`src/rtl/spi_slave_rx.sv`:
```
// -----------------------------------------------------------------------------
// spi_slave_rx
//
// Mode-0 (CPOL=0, CPHA=0) SPI responder that runs entirely in the sys_clk
// domain. SCLK, CS_N and MOSI are oversampled through synchroniser chains.
// MOSI is deserialised into DATA_W-bit words, and a reply word is serialised
// onto MISO. A one-word reply buffer decouples the host side from the link.
//
// The master's SCLK must be at most sys_clk/4. With SYNC_STAGES=2, MISO
// changes about 2.5 sys_clk cycles after the SCLK pin falls. A master running
// at sys_clk/4 must therefore sample MISO late in the high phase.
//
// Parameters
//   DATA_W       word width in bits, 2..32
//   SYNC_STAGES  synchroniser depth on each SPI input, >= 2
//   MSB_FIRST    1: MSB first on MOSI and MISO, 0: LSB first
//
// Ports
//   sys_clk    in   system clock; all state changes on its rising edge
//   sys_rst_n  in   asynchronous active-low reset
//   spi_sclk   in   SPI clock from the master (asynchronous)
//   spi_cs_n   in   chip select, active low (asynchronous)
//   spi_mosi   in   master-out data (asynchronous)
//   spi_miso   out  slave-out data, registered; 0 outside a frame
//   tx_data    in   reply word to transmit
//   tx_valid   in   tx_data valid; accepted when tx_valid & tx_ready
//   tx_ready   out  reply buffer empty
//   rx_data    out  last completed received word, held until the next word
//   rx_valid   out  one-cycle pulse: rx_data has just been updated
//   frame_err  out  one-cycle pulse: CS deasserted mid-word
//   busy       out  high while a frame is active
// -----------------------------------------------------------------------------
module spi_slave_rx #(
  parameter int DATA_W      = 8,
  parameter int SYNC_STAGES = 2,
  parameter int MSB_FIRST   = 1
) (
  input  logic              sys_clk,
  input  logic              sys_rst_n,
  input  logic              spi_sclk,
  input  logic              spi_cs_n,
  input  logic              spi_mosi,
  output logic              spi_miso,
  input  logic [DATA_W-1:0] tx_data,
  input  logic              tx_valid,
  output logic              tx_ready,
  output logic [DATA_W-1:0] rx_data,
  output logic              rx_valid,
  output logic              frame_err,
  output logic              busy
);

  localparam int               CNT_W    = $clog2(DATA_W);
  localparam logic [CNT_W-1:0] LAST_BIT = CNT_W'(DATA_W - 1);

  typedef enum logic {
    ST_IDLE,
    ST_ACTIVE
  } state_t;

  // ---------------------------------------------------------------------------
  // Input synchronisers and edge detection
  // ---------------------------------------------------------------------------
  logic [SYNC_STAGES-1:0] sclk_sync_q;
  logic [SYNC_STAGES-1:0] cs_sync_q;
  logic [SYNC_STAGES-1:0] mosi_sync_q;
  logic                   sclk_dly_q;
  logic                   cs_dly_q;

  // The CS chain presets to 1 (deselected). This prevents a false cs_fall
  // when reset is released.
  always_ff @(posedge sys_clk or negedge sys_rst_n) begin
    if (!sys_rst_n) begin
      sclk_sync_q <= '0;
      cs_sync_q   <= '1;
      mosi_sync_q <= '0;
      sclk_dly_q  <= 1'b0;
      cs_dly_q    <= 1'b1;
    end else begin
      // NOTE: non-blocking assignments let every flop in the chain sample its
      // predecessor's old value, which is what makes this a shift register.
      sclk_sync_q <= {sclk_sync_q[SYNC_STAGES-2:0], spi_sclk};
      cs_sync_q   <= {cs_sync_q[SYNC_STAGES-2:0], spi_cs_n};
      mosi_sync_q <= {mosi_sync_q[SYNC_STAGES-2:0], spi_mosi};
      sclk_dly_q  <= sclk_sync_q[SYNC_STAGES-1];
      cs_dly_q    <= cs_sync_q[SYNC_STAGES-1];
    end
  end

  logic sclk_s;
  logic cs_s;
  logic mosi_s;
  logic sclk_rise;
  logic sclk_fall;
  logic cs_rise;
  logic cs_fall;

  assign sclk_s    = sclk_sync_q[SYNC_STAGES-1];
  assign cs_s      = cs_sync_q[SYNC_STAGES-1];
  // MOSI uses the same chain depth as SCLK, so the synced MOSI is the value
  // the pin held when the synced SCLK edge was sampled.
  assign mosi_s    = mosi_sync_q[SYNC_STAGES-1];
  assign sclk_rise =  sclk_s & ~sclk_dly_q;
  assign sclk_fall = ~sclk_s &  sclk_dly_q;
  assign cs_rise   =  cs_s   & ~cs_dly_q;
  assign cs_fall   = ~cs_s   &  cs_dly_q;

  // ---------------------------------------------------------------------------
  // State
  // ---------------------------------------------------------------------------
  state_t              state_q,     state_d;
  logic [CNT_W-1:0]    bit_cnt_q,   bit_cnt_d;
  logic [DATA_W-1:0]   rx_shift_q,  rx_shift_d;
  logic [DATA_W-1:0]   tx_shift_q,  tx_shift_d;
  logic [DATA_W-1:0]   rx_data_q,   rx_data_d;
  logic                rx_valid_q,  rx_valid_d;
  logic                frame_err_q, frame_err_d;
  logic [DATA_W-1:0]   buf_q,       buf_d;
  logic                buf_full_q,  buf_full_d;
  logic                miso_q,      miso_d;
  logic                load_tx;

  always_ff @(posedge sys_clk or negedge sys_rst_n) begin
    if (!sys_rst_n) begin
      state_q     <= ST_IDLE;
      bit_cnt_q   <= '0;
      rx_shift_q  <= '0;
      tx_shift_q  <= '0;
      rx_data_q   <= '0;
      rx_valid_q  <= 1'b0;
      frame_err_q <= 1'b0;
      buf_q       <= '0;
      buf_full_q  <= 1'b0;
      miso_q      <= 1'b0;
    end else begin
      state_q     <= state_d;
      bit_cnt_q   <= bit_cnt_d;
      rx_shift_q  <= rx_shift_d;
      tx_shift_q  <= tx_shift_d;
      rx_data_q   <= rx_data_d;
      rx_valid_q  <= rx_valid_d;
      frame_err_q <= frame_err_d;
      buf_q       <= buf_d;
      buf_full_q  <= buf_full_d;
      miso_q      <= miso_d;
    end
  end

  // ---------------------------------------------------------------------------
  // Next-state logic
  // ---------------------------------------------------------------------------
  always_comb begin
    // NOTE: every signal assigned below gets a default here first. A path
    // that skips an assignment would otherwise infer a latch.
    state_d     = state_q;
    bit_cnt_d   = bit_cnt_q;
    rx_shift_d  = rx_shift_q;
    tx_shift_d  = tx_shift_q;
    rx_data_d   = rx_data_q;
    rx_valid_d  = 1'b0;
    frame_err_d = 1'b0;
    buf_d       = buf_q;
    buf_full_d  = buf_full_q;
    miso_d      = 1'b0;
    load_tx     = 1'b0;

    unique case (state_q)
      ST_IDLE: begin
        // SCLK edges are ignored until CS is asserted.
        if (cs_fall) begin
          state_d    = ST_ACTIVE;
          bit_cnt_d  = '0;
          rx_shift_d = '0;
          load_tx    = 1'b1;
        end
      end

      ST_ACTIVE: begin
        if (cs_rise) begin
          // CS release wins over an SCLK edge seen in the same cycle.
          // A partial word is dropped and reported.
          state_d     = ST_IDLE;
          frame_err_d = (bit_cnt_q != '0);
          bit_cnt_d   = '0;
          rx_shift_d  = '0;
        end else if (sclk_rise) begin
          if (MSB_FIRST != 0) begin
            rx_shift_d = {rx_shift_q[DATA_W-2:0], mosi_s};
          end else begin
            rx_shift_d = {mosi_s, rx_shift_q[DATA_W-1:1]};
          end
          if (bit_cnt_q == LAST_BIT) begin
            bit_cnt_d  = '0;
            rx_data_d  = rx_shift_d;
            rx_valid_d = 1'b1;
          end else begin
            bit_cnt_d = bit_cnt_q + 1'b1;
          end
        end else if (sclk_fall) begin
          // A zero count on a falling edge means the previous word just
          // completed, so the next reply word starts here.
          if (bit_cnt_q == '0) begin
            load_tx = 1'b1;
          end else if (MSB_FIRST != 0) begin
            tx_shift_d = {tx_shift_q[DATA_W-2:0], 1'b0};
          end else begin
            tx_shift_d = {1'b0, tx_shift_q[DATA_W-1:1]};
          end
        end
      end

      default: state_d = ST_IDLE;
    endcase

    // Reply loading consumes the buffer if it is full. An empty buffer sends
    // zeros. The decision uses the registered buffer state, so a write in the
    // same cycle applies to the following word.
    if (load_tx) begin
      tx_shift_d = buf_full_q ? buf_q : '0;
      buf_full_d = 1'b0;
    end

    if (tx_valid && !buf_full_q) begin
      buf_d      = tx_data;
      buf_full_d = 1'b1;
    end

    if (state_d == ST_ACTIVE) begin
      miso_d = (MSB_FIRST != 0) ? tx_shift_d[DATA_W-1] : tx_shift_d[0];
    end
  end

  // ---------------------------------------------------------------------------
  // Outputs
  // ---------------------------------------------------------------------------
  assign spi_miso  = miso_q;
  assign tx_ready  = ~buf_full_q;
  assign rx_data   = rx_data_q;
  assign rx_valid  = rx_valid_q;
  assign frame_err = frame_err_q;
  assign busy      = (state_q == ST_ACTIVE);

endmodule

```
`config.mk`:
```
export PLATFORM = sky130hd
export DESIGN_NAME = spi_slave_rx
export DESIGN_NICKNAME = d
export VERILOG_FILES = /design/src/rtl/spi_slave_rx.sv
export SDC_FILE = /design/constraint.sdc
export NUM_CORES = 1
export LEC_CHECK = 0
export ABC_CLOCK_PERIOD_IN_PS = 4300
export CORE_MARGIN = 2
export CORE_UTILIZATION = 39
export DETAILED_ROUTE_END_ITERATION = 7
export GPL_TIMING_DRIVEN = 0
export SYNTH_ARGS = -nofsm -noshare
export SYNTH_HDL_FRONTEND = slang
export SYNTH_SLANG_ARGS = --single-unit
```
`constraint.sdc`:
```
create_clock -name sys_clk -period 4.3 [get_ports sys_clk]
set_input_delay 0.43 -clock sys_clk [delete_from_list [all_inputs] [get_ports sys_clk]]
set_output_delay 0.43 -clock sys_clk [all_outputs]
set_load 0.01 [all_outputs]
```
Word level (Yosys, flattened, before mapping):

Index checks and enable logic that the tools add are counted.

* register bits after elaboration: 47
* output and inout port bits: 13
* logic and storage cells: 77

* add/subtract/negate cells: 1
* eq/ne operators: 6
* mux-type cells: 33
* bitwise logic cells: 11
* reduce and logical (&&, ||, !) cells: 10

Operators by type and width (number)
* 2-to-1 mux 8 bit: 7
* 2-to-1 mux 7 bit: 3
* 2-to-1 mux 1 bit: 15
* case mux 7 bit (2 select lines): 1
* 2-to-1 mux 3 bit: 4
* inverter 1 bit: 7
* case mux 3 bit (2 select lines): 1
* nonzero test 2 bit: 3
* AND reduction 5 bit: 1
* bitwise AND 1 bit: 4
* inequality test 2 x 1 -> 1 bit (second input constant): 2
* inequality test 2 bit (second input constant): 2
* case mux 1 bit (2 select lines): 2
* AND reduction 4 bit: 1
* adder 3 x 1 -> 3 bit (second input constant): 1
* equality test 3 bit (second input constant): 1
* zero test 3 bit: 1
* inequality test 3 bit (second input constant): 1
* nonzero test 3 bit: 1
* AND reduction 2 bit: 1
* logical AND 1 bit: 1
* zero test 1 bit: 1

Logic depth before layout (Yosys ltp):

Gate-level depths: netlist (run 1).

* depth after elaboration: 8
* gate-level depth with buffers: 7

Worst setup path before layout (run 1):

Ideal clock, no wire load.

* path kind: reg-to-reg
* from: register cs_sync_q[1]
* to: register tx_shift_q[6]
* setup time: 0.126 ns
* arrival: 1.392 ns
* slack: 2.782 ns
* stages on the path, launching flop included: 5
* cell sequence: dfstp_2 -> inv_2 -> o211a_1 -> o21a_4 -> a221o_1

* cells in the longest elaborated chain, start to end: 6
* elaborated cells between the ends (all ways): 13
* those cells by class: eq/ne (3); mux (4); bitwise (3); reduce/logical (3)

RTL lines
* start, declared: line 65 `logic [SYNC_STAGES-1:0] cs_sync_q;`
* start signal, assigned: line 83 `cs_sync_q <= {cs_sync_q[SYNC_STAGES-2:0], spi_cs_n};`
* inverter 1 bit: line 106 `assign cs_fall = ~cs_s & cs_dly_q;`
* bitwise AND 1 bit: line 106
* 2-to-1 mux 1 bit: line 170 `if (cs_fall) begin`
* case mux 1 bit (2 select lines): line 167 `unique case (state_q)`
* inequality test 2 bit (no line), or another cell as far along
* AND reduction 5 bit (no line)
* end signal, assigned: line 139 `tx_shift_q <= tx_shift_d;`
* end, declared: line 114 `logic [DATA_W-1:0] tx_shift_q, tx_shift_d;`

Parallel ways exist; a longest one is shown, timed or not.
A chain may end at the register's enable or synchronous reset.

Worst setup path in the final report (run 1):

* from: register buf_full_q
* to: output port tx_ready

* cells in the longest elaborated chain, start to end: 1

RTL lines
* start, declared: line 119 `logic buf_full_q, buf_full_d;`
* start signal, assigned: line 144 `buf_full_q <= buf_full_d;`
* inverter 1 bit: line 237 `assign tx_ready = ~buf_full_q;`
* end, declared: line 46 `output logic tx_ready,`

No other way between the ends.

==> summary.txt, run 1 <==
Run status
  – Status: complete, no violations

Critical path
  – Crit path buf inv count: 2
  – Max stage delay cell, worst path: clkdlybuf4s50_1
  – Setup CP Type: flip-flop to output port
  – CP arrival: 1350 ps
  – Delay-heaviest family, CP: buffers and inverters
  – Worst path cell trace: inv_1 > clkdlybuf4s50_1
  – Crit-path max cell delay: 540 ps
  – Crit start category: flip-flop
  – Largest fanout on the critical path: 5
  – CP required: 3870 ps
  – CP endpoint kind: output port

Timing
  – Setup TNS Final: 0 ps
  – Slew margin rel.: 67.89%
  – # setup viols final: 0
  – Final Max Slew Viols: 0
  – Setup Skew: 4.420 ps
  – Tcrit/Tclk final: 41.46%
  – Clock period minus worst slack: 1783 ps
  – Final Worst Setup Slack: 2517 ps
  – Hold Vio Cnt, Final: 0
  – RSZ-0062 raised after global routing: false
  – Fmax: 0.5609 GHz
  – Worst slew pin tran: 481.6 ps
  – Hold Slack: 25.67 ps

Synthesis
  – Yosys warns: 0
  – Largest family of logic cells by synthesized area: simple AND/OR/NAND/NOR gates
  – Post-synth top area share: 56.02%
  – Flop and latch count out of synthesis: 47
  – Synth Cell Area: 1966 sq um
  – Post-Syn Nets: 164
  – Mapped Cells: 147
  – Syn avg cell area: 13.37 sq um
  – Synth top area cells: dfrtp_1 (56%), mux2_2 (9.2%), dfstp_2 (4.0%), a221o_1 (3.1%), nand4_1 (2.9%)
  – Post-synth ARST share: 100.0%
  – Yosys cell types: 36
  – Post-synthesis simple-gate area fraction: 15.34%
  – Post-synth EDFFs: 0
  – Synth Area in XOR/XNOR: 0%
  – Dominant synthesized flop cell: dfrtp_1
  – Adder-Cell Fraction of Synth Area: 2.419%
  – Post-synthesis sequential area ratio: 60.03%
  – Synth area leader: dfrtp_1
  – Compound-cell area share of the yosys netlist: 7.320%
  – Mux contribution to synthesized area: 11.20%

Global routing
  – Total gr overflow: 0
  – All-Layer GR Usage: 14.08%
  – Initial antenna violation count: 0
  – Largest net degree at the start of global routing: 34
  – First-pass GRT wire length: 5.892 mm
  – Vias in the first global route: 1247

Final layout
  – # fillers: 435
  – Layout Nets: 198
  – Commonest cells after routing, fill and taps aside: dfrtp_1 (44), clkdlybuf4s50_1 (25), mux2_2 (16)
  – Most common cell after layout, fill and taps aside: dfrtp_1
  – Area of the multi-input gates: 713.2 sq um
  – Reg area: 1180 sq um
  – Area grow syn2layout: 22.41%
  – Antenna cell count: 0
  – Post-layout util: 50.27%
  – Layout cell share with drive strength beyond 1: 21.98%

Floorplanning
  – I/O pin count: 27
  – Die X: 75.00 um
  – Die area: 5624 sq um
  – # rows: 25
  – Initial Utilization: 41.07%
  – Core footprint: 4786 sq um
  – Die Y: 75.00 um

Drt
  – Final ANT Viol Nets: 0
  – First drt pass iteration count: 4
  – Via density per instance: 5.020
  – Vias post-DR: 1250
  – Post-DR wirelength/cell: 13.87 um
  – Drt drc: 0
  – DRT iter0 DRCs: 78
  – Final wirelength: 3.453 mm

CTS
  – TritonCTS clock tree: done
  – Reg clk slew, reported paths: 80 ps
  – Post-CTS Setup Repair Bufs: 0
  – Clk buf depth: 2
  – Clk_lat worst skew: 290 ps
  – CTS root buf: clkbuf_8
  – Post-CTS sizing: 0
  – # hold bufs at CTS: 0
  – CTS buffer count: 5
  – Clock sink count: 47
  – H-tree Lvls: 2

Pwr
  – Total leakage power: 1.137 nW
  – Power Dens Cells: 440.1 nW/um^2
  – Sequential Power Share: 55.6%
  – Combinational share of power: 20.5%
  – Internal: 773.5 uW
  – Switch Pwr: 285.5 uW
  – Clock network power share: 23.9%
  – VDD IR-drop max: 0.2258 mV
  – Switching Fraction: 26.96%

Place
  – Final RePlAce weighted congestion: 0.7753
  – # port buffers: 26
  – Pre-CTS WS: 2358 ps
  – Detailed placement HPWL: 2.455 mm

Worst hold path
  – Worst hold path type: input port to asynchronous set/reset pin

Flow run
  – Max Cap Viol: 0
==> registers in the layout (all words and copies together), names as in the netlist <==
name / count
rx_valid: 1
mosi_sync_q: 2
frame_err: 1
spi_miso: 1
rx_shift_q: 7
sclk_sync_q: 2
buf_full_q: 1
cs_sync_q: 2
bit_cnt_q: 3
tx_shift_q: 8
buf_q: 8
busy: 1
cs_dly_q: 1
rx_data: 8
sclk_dly_q: 1
==> synthesized netlist by cell type (3+ instances only) <==
library cell,instances
dfrtp_1,44
inv_1,4
dfstp_2,3
nand2_1,10
ha_1,3
nor2b_1,3
nand3_1,10
a221o_1,6
and2_1,6
mux2_2,16
nand4_1,9
mux2i_1,4
==> power by group through the flow <==
| stage | combinational [mW] | clock, mW | sequential (mW) |
|---|---|---|---|
| global placement | 0.209 | 0 | 0.592 |
| CTS | 0.222 | 0.269 | 0.590 |
| detailed placement | 0.221 | 0 | 0.598 |
| finish | 0.217 | 0.254 | 0.589 |
| floorplan | 0.150 | 0 | 0.582 |
| global route | 0.241 | 0.285 | 0.600 |
==> path summary, 6_finish.rpt <==
check | slack, ps | from | cells past startpoint | endpoint
min in group sys_clk | 350 | sclk_sync_q[0] | 0 | sclk_sync_q[1]
max in group asynchronous | 3730 | sys_rst_n | 2 | cs_sync_q[1]
setup / recovery | 2520 | buf_full_q | 2 | tx_ready
hold / removal | 30 | sys_rst_n | 1 | rx_data[2]
hold reg to reg | 350 | sclk_sync_q[0] | 0 | sclk_sync_q[1]
setup reg to reg | 2630 | bit_cnt_q[0] | 6 | tx_shift_q[5]
==> per-layer routing <==
metal	routed length, um	global-route usage, %
met1	1476	17.84
met2	1767	22.71
met3	145	4.016
met4	63	5.952
met5	0	0
==> cell type report <==
class | instances | area share, %
clock inverter | 1 | 0.2080
timing repair buffer | 27 | 11.44
multi-input combinational | 87 | 29.64
clock buffer | 7 | 3.172
inverter | 6 | 0.9360
sequential | 47 | 49.04
buffer | 7 | 2.080
tap | 67 | 3.484
==> per-stage QoR <==
step / cells / area [sq um] / power (mW)
6_report: 249 / 2406 / 1.059
5_1_grt: 249 / 2406 / 1.126
4_1_cts: 249 / 2406 / 1.081
3_5_place_dp: 241 / 2325 / 0.8193
3_3_place_gp: 240 / 2310 / 0.8012
2_1_floorplan: 147 / 1966 / 0.7322
==> cell families after synthesis <==
family / Yosys count
simple gates: 49
compound gates: 14
buf+inv: 13
flops: 47
mux: 20
fa+ha+maj: 4
(Power assumes the default switching activity.)
==> inputs of run 2 (changes only) <==
- ABC_CLOCK_PERIOD_IN_PS: 4300 -> 1590
- clock period: 4.3 -> 1.59 ns (I/O delays scaled with it)
==> summary.txt, run 2 (synthesis gave the netlist of run 1 again) <==
Run status
  – Status: complete, no violations (unchanged)

Critical path
  – Setup CP Type: flip-flop to flip-flop (was flip-flop to output port)
  – CP endpoint kind: flip-flop (was output port)
  – Largest fanout on the critical path: 7 (was 5)
  – Crit start category: flip-flop (unchanged)
  – Crit Reg-Reg Startpoint: bit_cnt_q[1] (was bit_cnt_q[0])
  – CP arrival: 1740 ps (was 1350 ps)
  – CP Launch Point: bit_cnt_q[1] (was buf_full_q)
  – CP required: 1770 ps (was 3870 ps)

Final layout
  – Layout Nets: 202 (was 198)
  – Area of the multi-input gates: 749.5 sq um (was 713.2 sq um)
  – Area grow syn2layout: 26.73% (was 22.41%)
  – # fillers: 432 (was 435)
  – Reg area: 1181 sq um (was 1180 sq um)
  – Antenna cell count: 0 (unchanged)
  – Final Non-Filler Cells: 253 (was 249)
  – Commonest cells after routing, fill and taps aside: dfrtp_1 (43), clkdlybuf4s50_1 (25), mux2_2 (16) (was dfrtp_1 (44), clkdlybuf4s50_1 (25), mux2_2 (16))
  – Layout cell share with drive strength beyond 1: 27.42% (was 21.98%)
  – Most common cell after layout, fill and taps aside: dfrtp_1 (unchanged)

Worst hold path
  – Worst hold path type: input port to flip-flop (was input port to asynchronous set/reset pin)
  – Hold Crit Start: spi_cs_n

Drt
  – Final ANT Viol Nets: 0 (unchanged)
  – Post-DR wirelength/cell: 14.23 um (was 13.87 um)
  – Final wirelength: 3.600 mm (was 3.453 mm)
  – Drt drc: 0 (unchanged)
  – Via density per instance: 5.028 (was 5.020)
  – DRT iter0 DRCs: 65 (was 78)
  – First drt pass iteration count: 4 (unchanged)
  – Vias post-DR: 1272 (was 1250)

Floorplanning
  – I/O pin count: 27 (unchanged)
  – Die area: 5624 sq um (unchanged)
  – Die Y: 75.00 um (unchanged)
  – Core footprint: 4786 sq um (unchanged)
  – # rows: 25 (unchanged)
  – Initial Utilization: 41.07% (unchanged)
  – Die X: 75.00 um (unchanged)

CTS
  – TritonCTS clock tree: done (unchanged)
  – Clock sink count: 47 (unchanged)
  – Clk buf depth: 2 (unchanged)
  – Reg clk slew, reported paths: 90 ps (was 80 ps)
  – Clk_lat worst skew: 300 ps (was 290 ps)
  – CTS root buf: clkbuf_8 (unchanged)
  – CTS buffer count: 5 (unchanged)
  – H-tree Lvls: 2 (unchanged)

Pwr
  – Total leakage power: 1.162 nW (was 1.137 nW)
  – VDD IR-drop max: 0.6217 mV (was 0.2258 mV)
  – Power Dens Cells: 1185 nW/um^2 (was 440.1 nW/um^2)
  – Pwr Total: 2.951 mW (was 1.059 mW)

Place
  – # port buffers: 26 (unchanged)
  – Dpl cells: 241 (unchanged)
  – Detailed placement HPWL: 2.455 mm (unchanged)
  – Pre-CTS WS: -80.67 ps (was 2358 ps)
  – Final RePlAce weighted congestion: 0.7753 (unchanged)

Timing
  – Tcrit/Tclk final: 98.17%
  – Final Max Slew Viols: 0 (unchanged)
  – Worst slew pin tran: 482.9 ps (was 481.6 ps)
  – Fmax: 0.6407 GHz
  – Hold Slack: 266.9 ps (was 25.67 ps)
  – RSZ-0062 raised after global routing: true (was false)
  – Final Worst Setup Slack: 29.12 ps (was 2517 ps)
  – Setup Skew: 5.840 ps (was 4.420 ps)
  – Slew margin rel.: 67.81% (was 67.89%)
  – Clock period minus worst slack: 1561 ps
  – # setup viols final: 0 (unchanged)
  – Hold Vio Cnt, Final: 0 (unchanged)

Global routing
  – Initial antenna violation count: 0 (unchanged)
  – Total gr overflow: 0 (unchanged)
  – First-pass GRT wire length: 6.161 mm (was 5.892 mm)
  – Vias in the first global route: 1277 (was 1247)
  – All-Layer GR Usage: 14.76% (was 14.08%)
  – Largest net degree at the start of global routing: 34 (unchanged)

Flow run
  – Max Cap Viol: 0 (unchanged)
## run 2: changes by cell type in the layout (fill, tap and decap cells not counted), moves of 2 or more
cell	delta
inv_1	-2
inv_2	+2
buf_4	+3
ha_1	-2
## run 2: area by class of cell
type / count / area share, %
inverter: 6 / 0.9041
multi-input combinational: 87 / 30.09
buffer: 5 / 1.507
timing repair buffer: 33 / 13.46
sequential: 47 / 47.41
clock buffer: 7 / 3.064
clock inverter: 1 / 0.2009
tap: 67 / 3.365
## run 2: worst paths after layout
check | end | slack [ps] | depth (start not counted)
max | tx_shift_q[5] | 30 | 6
min | cs_sync_q[0] | 270 | 1
max reg2reg | tx_shift_q[5] | 30 | 6
min reg2reg | sclk_sync_q[1] | 350 | 0
max in group asynchronous | cs_dly_q | 750 | 3
min in group asynchronous | rx_data[2] | 290 | 2
## run 2: timing repair
action	CTS	global route
buffers inserted	2	3
endpoints found under the hold margin	13	0
gates resized for setup	8	5
hold buffers	1	0
endpoints found under the setup margin	17	18
cloned	0	0
pin swaps	10	4
## run 2: worst max-delay path, stage by stage (launching register included)
cell and delay [ps]:
dfrtp_1 380, inv_2 60, ha_4 160, nor4bb_4 150, o211a_1 140, o21a_4 230, a221o_1 320
## run 2: per-stage QoR
step / setup TNS [ps] / util (%) / area, sq um
CTS: 0 / 51.50 / 2465
detailed placement: -1193 / 48.58 / 2325
global route: -374.9 / 52.05 / 2491
global placement: -40890 / 48.26 / 2310
floorplan: 0 / - / 1966
finish: 0 / 52.05 / 2491
## run 2: per-layer routing
layer  GRT usage, %  vias to the layer above  part of all wire [%]
li1               -                      605                     -
met1          18.61                      635                    43
met2          23.98                       25                    51
met3          4.016                        7                   3.6
met4          6.349                        0                   1.8
met5              0                        -                     0
## run 2: where the power goes
| group | leakage [nW] | total (mW) | internal, mW | switching [mW] |
|---|---|---|---|---|
| combinational | 0.521 | 0.650 | 0.383 | 0.267 |
| clock | 0.0422 | 0.695 | 0.309 | 0.386 |
| sequential | 0.599 | 1.61 | 1.45 | 0.158 |
